**src/rtl/keypad_entry_ctrl_if.sv**
```systemverilog
// keypad_entry_ctrl_if: key code in, completed BCD entry out with valid/ready handshake and status pulses
interface keypad_entry_ctrl_if #(
    parameter int DIGITS = 4
);
    logic [3:0]          key_code;
    logic [4*DIGITS-1:0] entry_data;
    logic                entry_valid;
    logic                entry_ready;
    logic [3:0]          digit_cnt;
    logic                err;
    logic                timeout;
    modport master (output key_code, entry_ready, input entry_data, entry_valid, digit_cnt, err, timeout);
    modport slave  (input key_code, entry_ready, output entry_data, entry_valid, digit_cnt, err, timeout);
endinterface

```
**src/rtl/keypad_entry_ctrl.sv**
```systemverilog
// keypad_entry_ctrl: debounced keypad digit entry with handshake output; optional inactivity clear under KEYPAD_TIMEOUT_EN
module keypad_entry_ctrl #(
    parameter int DIGITS      = 4,
    parameter int STABLE_CYC  = 16,
    parameter int TIMEOUT_CYC = 50_000_000
) (
    input  logic               sys_clk,
    input  logic               sys_rst_n,
    keypad_entry_ctrl_if.slave kp
);
    localparam int          DW          = 4 * DIGITS;
    localparam logic [15:0] STABLE_LAST = 16'(STABLE_CYC - 1);
    localparam logic [3:0]  DIGITS_MAX  = 4'(DIGITS);
    localparam logic [3:0]  KEY_NONE    = 4'hF;
    localparam logic [3:0]  KEY_CLEAR   = 4'hA;
    localparam logic [3:0]  KEY_ZERO    = 4'hB;

    typedef enum logic [1:0] {IDLE, PRESS_WAIT, HELD, REL_WAIT} deb_state_e;
    typedef enum logic {COLLECT, SEND} ent_state_e;

    deb_state_e    deb_q, deb_d;
    ent_state_e    ent_q, ent_d;
    logic [3:0]    key;
    logic [3:0]    cand_q, cand_d;
    logic [15:0]   stab_q, stab_d, stab_inc;
    logic          press_q, press_d;
    logic [DW-1:0] data_q, data_d;
    logic [3:0]    cnt_q, cnt_d;
    logic          err_q, err_d;
    logic          xfer;
    logic          is_digit;
    logic [3:0]    digit;

    if (DIGITS < 1 || DIGITS > 8) begin : g_bad_digits
        $error("keypad_entry_ctrl: DIGITS must be 1..8");
    end
    if (STABLE_CYC < 2 || STABLE_CYC > 65535) begin : g_bad_stable
        $error("keypad_entry_ctrl: STABLE_CYC must be 2..65535");
    end
    if (TIMEOUT_CYC < 1) begin : g_bad_timeout
        $error("keypad_entry_ctrl: TIMEOUT_CYC must be positive");
    end

    // Unassigned scanner codes behave exactly like "no key"
    assign key      = (kp.key_code >= 4'h1 && kp.key_code <= 4'hC) ? kp.key_code : KEY_NONE;
    assign stab_inc = stab_q + 16'd1;
    assign xfer     = ent_q == SEND && kp.entry_ready;
    assign is_digit = cand_q <= 4'h9 || cand_q == KEY_ZERO;
    assign digit    = cand_q == KEY_ZERO ? 4'h0 : cand_q;

    // Debounce: qualify a stable code as one press, then require a stable release before re-arming
    always_comb begin
        deb_d   = deb_q;
        cand_d  = cand_q;
        stab_d  = stab_q;
        press_d = 1'b0;
        case (deb_q)
            IDLE: begin
                if (key != KEY_NONE) begin
                    deb_d  = PRESS_WAIT;
                    cand_d = key;
                    stab_d = '0;
                end
            end
            PRESS_WAIT: begin
                stab_d = stab_inc;
                if (key != cand_q) begin
                    deb_d = IDLE;
                end else if (stab_inc == STABLE_LAST) begin
                    deb_d   = HELD;
                    press_d = 1'b1;
                end
            end
            HELD: begin
                if (key == KEY_NONE) begin
                    deb_d  = REL_WAIT;
                    stab_d = '0;
                end
            end
            REL_WAIT: begin
                stab_d = stab_inc;
                if (key != KEY_NONE) deb_d = HELD;
                else if (stab_inc == STABLE_LAST) deb_d = IDLE;
            end
            default: deb_d = IDLE;
        endcase
    end

`ifdef KEYPAD_TIMEOUT_EN
    localparam int            TW           = $clog2(TIMEOUT_CYC) + 1;
    localparam logic [TW-1:0] TIMEOUT_LAST = TW'(TIMEOUT_CYC - 1);

    logic [TW-1:0] idle_q, idle_d;
    logic          idle_run;
    logic          tmo_q, tmo_d;

    // The timer only runs on a partial entry and restarts on any press
    assign idle_run = ent_q == COLLECT && cnt_q != '0 && !press_q;
    assign idle_d   = (!idle_run || idle_q == TIMEOUT_LAST) ? '0 : idle_q + TW'(1);

    // Inactivity timer and its timeout pulse register
    always_ff @(posedge sys_clk or negedge sys_rst_n) begin
        if (!sys_rst_n) begin
            idle_q <= '0;
            tmo_q  <= 1'b0;
        end else begin
            idle_q <= idle_d;
            tmo_q  <= tmo_d;
        end
    end

    assign kp.timeout = tmo_q;
`else
    assign kp.timeout = 1'b0;
`endif

    // Entry: buffer digits, hand off on enter; a transfer outranks a same-cycle press
    always_comb begin
        ent_d  = ent_q;
        data_d = data_q;
        cnt_d  = cnt_q;
        err_d  = 1'b0;
`ifdef KEYPAD_TIMEOUT_EN
        tmo_d  = 1'b0;
`endif
        if (xfer) begin
            ent_d  = COLLECT;
            data_d = '0;
            cnt_d  = '0;
        end else if (press_q && ent_q == COLLECT) begin
            if (is_digit) begin
                if (cnt_q == DIGITS_MAX) begin
                    err_d = 1'b1;
                end else begin
                    data_d = (data_q << 4) | DW'(digit);
                    cnt_d  = cnt_q + 4'd1;
                end
            end else if (cand_q == KEY_CLEAR) begin
                data_d = '0;
                cnt_d  = '0;
            end else if (cnt_q == '0) begin
                err_d = 1'b1;
            end else begin
                ent_d = SEND;
            end
        end
`ifdef KEYPAD_TIMEOUT_EN
        else if (idle_run && idle_q == TIMEOUT_LAST) begin
            data_d = '0;
            cnt_d  = '0;
            tmo_d  = 1'b1;
        end
`endif
    end

    // State, buffer and status registers
    always_ff @(posedge sys_clk or negedge sys_rst_n) begin
        if (!sys_rst_n) begin
            deb_q   <= IDLE;
            cand_q  <= KEY_NONE;
            stab_q  <= '0;
            press_q <= 1'b0;
            ent_q   <= COLLECT;
            data_q  <= '0;
            cnt_q   <= '0;
            err_q   <= 1'b0;
        end else begin
            deb_q   <= deb_d;
            cand_q  <= cand_d;
            stab_q  <= stab_d;
            press_q <= press_d;
            ent_q   <= ent_d;
            data_q  <= data_d;
            cnt_q   <= cnt_d;
            err_q   <= err_d;
        end
    end

    assign kp.entry_data  = data_q;
    assign kp.entry_valid = ent_q == SEND;
    assign kp.digit_cnt   = cnt_q;
    assign kp.err         = err_q;
endmodule

```
**src/flat_wrapper.sv**
```systemverilog
// flat-port wrapper written by rule: the top's interface ports become plain ports
module keypad_entry_ctrl_flat 
#(
    parameter int DIGITS      = 4,
    parameter int STABLE_CYC  = 16,
    parameter int TIMEOUT_CYC = 50_000_000
)
  (sys_clk, sys_rst_n, kp_key_code, kp_entry_ready, kp_entry_data, kp_entry_valid, kp_digit_cnt, kp_err, kp_timeout);
  keypad_entry_ctrl_if #(.DIGITS(DIGITS)) kp_i ();
  input  logic sys_clk;
  input  logic sys_rst_n;
  input wire logic [$bits(kp_i.key_code)-1:0] kp_key_code;
  input wire logic [$bits(kp_i.entry_ready)-1:0] kp_entry_ready;
  output wire logic [$bits(kp_i.entry_data)-1:0] kp_entry_data;
  output wire logic [$bits(kp_i.entry_valid)-1:0] kp_entry_valid;
  output wire logic [$bits(kp_i.digit_cnt)-1:0] kp_digit_cnt;
  output wire logic [$bits(kp_i.err)-1:0] kp_err;
  output wire logic [$bits(kp_i.timeout)-1:0] kp_timeout;
  assign kp_i.key_code = kp_key_code;
  assign kp_i.entry_ready = kp_entry_ready;
  assign kp_entry_data = kp_i.entry_data;
  assign kp_entry_valid = kp_i.entry_valid;
  assign kp_digit_cnt = kp_i.digit_cnt;
  assign kp_err = kp_i.err;
  assign kp_timeout = kp_i.timeout;
  keypad_entry_ctrl #(.DIGITS(DIGITS), .STABLE_CYC(STABLE_CYC), .TIMEOUT_CYC(TIMEOUT_CYC)) u_core (.sys_clk(sys_clk), .sys_rst_n(sys_rst_n), .kp(kp_i));
endmodule
```
**config.mk**
```make
export PLATFORM = sky130hd
export DESIGN_NAME = keypad_entry_ctrl_flat
export DESIGN_NICKNAME = d
export VERILOG_FILES = /design/src/rtl/keypad_entry_ctrl_if.sv /design/src/rtl/keypad_entry_ctrl.sv /design/src/flat_wrapper.sv
export SDC_FILE = /design/constraint.sdc
export NUM_CORES = 1
export LEC_CHECK = 0
export ABC_CLOCK_PERIOD_IN_PS = 4600
export CORE_MARGIN = 5
export CORE_UTILIZATION = 35
export CTS_CLUSTER_SIZE = 20
export DETAILED_ROUTE_END_ITERATION = 7
export GPL_TIMING_DRIVEN = 1
export PLACE_DENSITY_LB_ADDON = 0.3
export SLEW_MARGIN = 20
export SYNTH_ARGS = -nofsm -noshare
export SYNTH_HDL_FRONTEND = slang
export SYNTH_SLANG_ARGS = --single-unit
```
**constraint.sdc**
```tcl
create_clock -name sys_clk -period 4.6 [get_ports sys_clk]
set_clock_uncertainty 0.05 [all_clocks]
set_input_delay 0.92 -clock sys_clk [delete_from_list [all_inputs] [get_ports sys_clk]]
set_output_delay 0.92 -clock sys_clk [all_outputs]
set_load 0.01 [all_outputs]
```
## After elaboration in Yosys (flattened, before gate mapping)

Index checks and enable logic that the tools add are counted.

| word-level totals | value |
|---|---|
| bits in registers | 45 |
| bits of input ports | 7 |
| logic and storage cells | 83 |

| operators by class | value |
|---|---|
| reduce and logical (&&, ||, !) cells | 14 |
| bitwise logic cells | 2 |
| order comparisons | 3 |
| multiplexer cells | 36 |
| eq/ne operators | 18 |
| add/subtract/negate cells | 2 |

Operator list:

| kind | number |
|---|---|
| 16-bit 2-to-1 mux | 7 |
| 16-bit one-hot mux with 3 select lines | 1 |
| 4-bit 2-to-1 mux | 7 |
| 16-bit by 1-bit adder with 16-bit output (second input constant) | 1 |
| 16-bit by 4-bit equality test with 1-bit output (second input constant) | 1 |
| 16-bit by 4-bit bitwise OR with 16-bit output | 1 |
| 1-bit 2-to-1 mux | 14 |
| 4-bit equality test (second input constant) | 3 |
| 2-bit 2-to-1 mux | 6 |
| 2-bit by 1-bit != test with 1-bit output (second input constant) | 5 |
| 4-bit less-or-equal comparator (second input constant) | 2 |
| 2-bit one-hot mux with 4 select lines | 1 |
| 4-bit AND reduction | 2 |
| 3-bit by 1-bit != test with 1-bit output (second input constant) | 2 |
| 4-bit by 1-bit adder with 4-bit output (second input constant) | 1 |
| 2-bit equality test (second input constant) | 2 |
| 4-bit by 3-bit equality test with 1-bit output (second input constant) | 1 |
| 4-bit by 1-bit greater-or-equal comparator with 1-bit output (second input constant) | 1 |
| 4-bit zero test | 1 |
| 4-bit != test | 1 |
| 4-bit != test (second input constant) | 1 |
| 2-bit AND reduction | 2 |
| 1-bit logical AND | 3 |
| 3-bit by 2-bit != test with 1-bit output (second input constant) | 1 |
| 8 further kinds | 8 |

## Depth between registers and ports, before layout

| depth | value |
|---|---|
| depth after elaboration | 7 |
| depth in mapped cells | 9 |
| gate-level depth less buffers | 7 |

## Least setup slack after synthesis

Ideal clock, no wire load.

| timing | value |
|---|---|
| kind | input to register |
| start point | input kp_key_code[3] |
| end point | register u_core.stab_q[4] |
| arrival | 2.145 ns |
| buffers on the path | 2 |
| stages | 8 |
| path slack | 2.273 ns |
| cell sequence | nor4_1 -> o21bai_2 -> xor2_1 -> and2_1 -> buf_2 -> buf_4 -> o21ai_0 -> o31ai_1 |

| between the ends | value |
|---|---|
| longest elaborated chain between the ends | 6 |
| elaborated cells between the ends (all ways) | 9 |
| classes of those cells | order compare (2); eq/ne (4); mux (1); reduce/logical (2) |

Ends and longest elaborated chain:

| element | line | RTL |
|---|---|---|
| from (decl) | flat_wrapper.sv:12 | `input wire logic [$bits(kp_i.key_code)-1:0] kp_key_code;` |
| 4-bit by 1-bit greater-or-equal comparator with 1-bit output or 4-bit less-or-equal comparator (tied branches) | keypad_entry_ctrl.sv:45 | `assign key = (kp.key_code >= 4'h1 && kp.key_code <= 4'hC) ? kp.key_code : KEY_NONE;` |
| 1-bit logical AND | keypad_entry_ctrl.sv:45 |  |
| 4-bit 2-to-1 mux * | keypad_entry_ctrl.sv:45 |  |
| 4-bit equality test or 4-bit != test (tied branches) | keypad_entry_ctrl.sv:75, keypad_entry_ctrl.sv:59 |  |
| 2-bit by 1-bit != test with 1-bit output (no source line) | - |  |
| 2-bit AND reduction (no source line) * | - |  |
| to (signal assigned) | keypad_entry_ctrl.sv:170 | `stab_q <= stab_d;` |
| to (decl) | keypad_entry_ctrl.sv:25 | `logic [15:0] stab_q, stab_d, stab_inc;` |

Mark *: on every way between the ends. The rest lies on a longest branch, timed or not.
A chain may end at the register's enable or synchronous reset.

## Worst setup path in the final report

| timing | value |
|---|---|
| start point | input kp_key_code[3] |
| end point | register u_core.stab_q[12] |

The elaborated chain is that of the path after synthesis.

==> out/qor.yml <==
status: "complete, no violations"
syn_inst: 255
cts_resized: 0
overflow: 0
grt_pass1_vias: 1847
syn2layout_area_growth_pct: 16.9
total_power_mw: 0.976
synth_compound_area_frac: 0.207
cp_slowest_cell: "clkdlybuf4s50_1"
fin_nets: 285
wl_per_cell_um: 14.0
die-area_mm2: 0.00890
post-cts-setup-buffer-count: 0
worst-r2r-cell-count: 6
nFillCells: 682
crit_path_start_kind: "input port"
crit_type: "in2reg"
cts.clk_slew.worst_paths_ps: 100
yosysMostFrequentCell: "dfrtp_1"
post-route-min-period_ps: 2890
synthXorXnorAreaFrac: 0.0206
place_hpwl_mm: 3.55
synth_area_leaders: "dfrtp_1 41%, o21ai_0 6.4%, a22o_1 4.9%"
synth.cell_area_mm2: 0.00249
cp.required_ps: 4760
hold_viol: 0
drt_iter0_markers: 52
synth_top_cell_area_share: 0.412
grt_max_degree: 46
async_flop_share: 1.00
synth-adder-area-share: 0.0201
vias: 1985
vias_per_cell: 5.35
gp_congestion: 0.802
start_util: 0.363
reg2reg_to: "u_core.kp.digit_cnt[0]"
ff2ff_setup_slack_ps: 2150
grt_setup_unrepaired: "no"
fmax_mhz: 346
finalSetupViolations: 0
ys_ff_latch: 45
postSynthAreaPerCell_um2: 9.77
hold_depth: 1
clk_latency_ps: 310
slowest_delay_ps: 590
hold_class: "reg2reg"
cp_num_buf_inv: 1
synthFlopType: "dfrtp_1"
hold_start: "u_core.kp.entry_data[15]"
n_antenna_cell: 0
setup_total_negative_slack_ps: 0
crit_chain: "clkdlybuf4s50_1, nor4_1, o21bai_2, xor2_1, and2_1, o21ai_0, o31ai_1"
synth_top_family_by_area: "simple AND/OR/NAND/NOR gates"
cts-root-buf: "clkbuf_8"
ant_nets: 0
num_rows: 30
place_inst: 363
synth.mux.area_fraction: 0.0326
synthTopCellsByCount: "41 x dfrtp_1, 32 x o21ai_0, 20 x nand2_1, 17 x nor2_1, 14 x a22o_1"
finalNonFillerCells: 371
ys_seq_area_frac: 0.454
placeableCoreArea_mm2: 0.00687
grt_pass1_wl_mm: 9.01
p_per_area_mw_per_mm2: 335
grt_usage: 0.127
yosys.area_share.simple: 0.223
yosys_warnings: 0
relSlewSlack: 0.529
synth_nets: 266
die_x_um: 94.4
synth_top_area_cell: "dfrtp_1"
port_buffers: 28
firstDrtPassIters: 4
vdd_drop_max_mv: 0.205
cts_buffers: 5
drive_gt1_frac: 0.116
arrival_ps: 3050
post-route-period-util: 0.629
cts_htree_levels: 2
path_max_fanout: 16
clkSinkCount: 45
tightest_slew_ps: 706
synthDistinctLibCells: 54
drv_slew: 0
antenna_found_initial: 0
die_y_um: 94.4
end_kind: "flop"
hold_slack_ps: 458
r2r_start: "u_core.kp.digit_cnt[0]"
min_to: "u_core.kp.entry_data[15]"
cts_tree: "yes"
synth_edf_count: 0
postCtsHoldBufs: 0
maxCapViolations: 0
p_leak_nw: 1.21
drc: 0
ioPinCount: 30
cp_top_family: "simple AND/OR/NAND/NOR gates"
worstSetupStartpoint: "kp_key_code[3]"
totalWireLength_mm: 5.18
utilization: 0.424
cts_buffer_depth: 2
## worst max-delay path by stage
stage | endpoint | slack (ps) | depth (start not counted)
4_1_cts | u_core.stab_q[12] | 1710 | 7
6_report | u_core.stab_q[12] | 1710 | 7
3_5_place_dp | u_core.stab_q[10] | 1400 | 7
3_3_place_gp | u_core.stab_q[12] | 1470 | 7
5_1_grt | u_core.stab_q[12] | 1540 | 7
2_1_floorplan | u_core.stab_q[4] | 2270 | 8
## logic make-up after synthesis
| kind of cell | count (synthesis) |
|---|---|
| buf+inv | 24 |
| flops | 45 |
| simple gates | 91 |
| compound gates | 78 |
| other cells | 1 |
| xor+xnor | 5 |
| fa+ha+maj | 4 |
| mux | 7 |
## cell usage in the layout (no fill, tap or decap), types with 3 or more instances in the layout
master and n:
dfrtp_1 41, o21ai_0 32, clkdlybuf4s50_1 27, nand2_1 20, nor2_1 17, a22o_1 14
nand3_1 10, a21oi_1 8, inv_1 7, nand2b_1 6, nor3_1 5, nand4_1 5
and3_1 5, mux2_2 5, clkbuf_8 5, o31ai_1 4, ha_1 4, dfstp_2 4
nor4_1 3, nor4b_1 3, xor2_1 3, o22ai_1 3, and2_1 3, a31oi_1 3
## per-layer routing
layer	wire, µm	part of all wire	vias up	track usage
li1	-	-	966	-
met1	2580	0.50	982	0.176
met2	2340	0.45	33	0.196
met3	190	0.037	4	0.0223
met4	68	0.013	0	0.0505
met5	0	0	-	0
## power breakdown
part	leakage [nW]	switching [mW]	internal [mW]
clock network	0.0487	0.148	0.111
registers	0.605	0.0743	0.441
logic	0.561	0.114	0.0884
## worst reg2reg max path, cell delays in order, from the launching register on
cell and delay, ps:
dfrtp_1 440, inv_1 100, ha_1 200, nand3b_1 100, o21ai_1 540, and2_0 670
mux2_2 280
## layout make-up
class | count | area [µm²] | share of cell area
inverter | 8 | 30.0 | 0.0103
clock buffer | 5 | 68.8 | 0.0236
timing repair buffer | 28 | 278 | 0.0954
multi-input combinational | 186 | 1260 | 0.432
sequential | 45 | 1130 | 0.388
clock inverter | 3 | 26.3 | 0.00902
tap | 96 | 120 | 0.0413
## state kept, by name, summed over array words and instances, names as in the netlist
register / flops
u_core.cand_q: 4
u_core.deb_q: 2
u_core.kp.digit_cnt: 4
u_core.kp.entry_data: 16
u_core.kp.entry_valid: 1
u_core.kp.err: 1
u_core.press_q: 1
u_core.stab_q: 16
## metrics by stage
step	instance area, µm²	worst slack, ps
finish	2910	1710
global route	2910	1540
CTS	2910	1710
detailed placement	2810	1400
global placement	2810	1470
floorplan	2490	2270
Power figures use the tool's default switching activity.
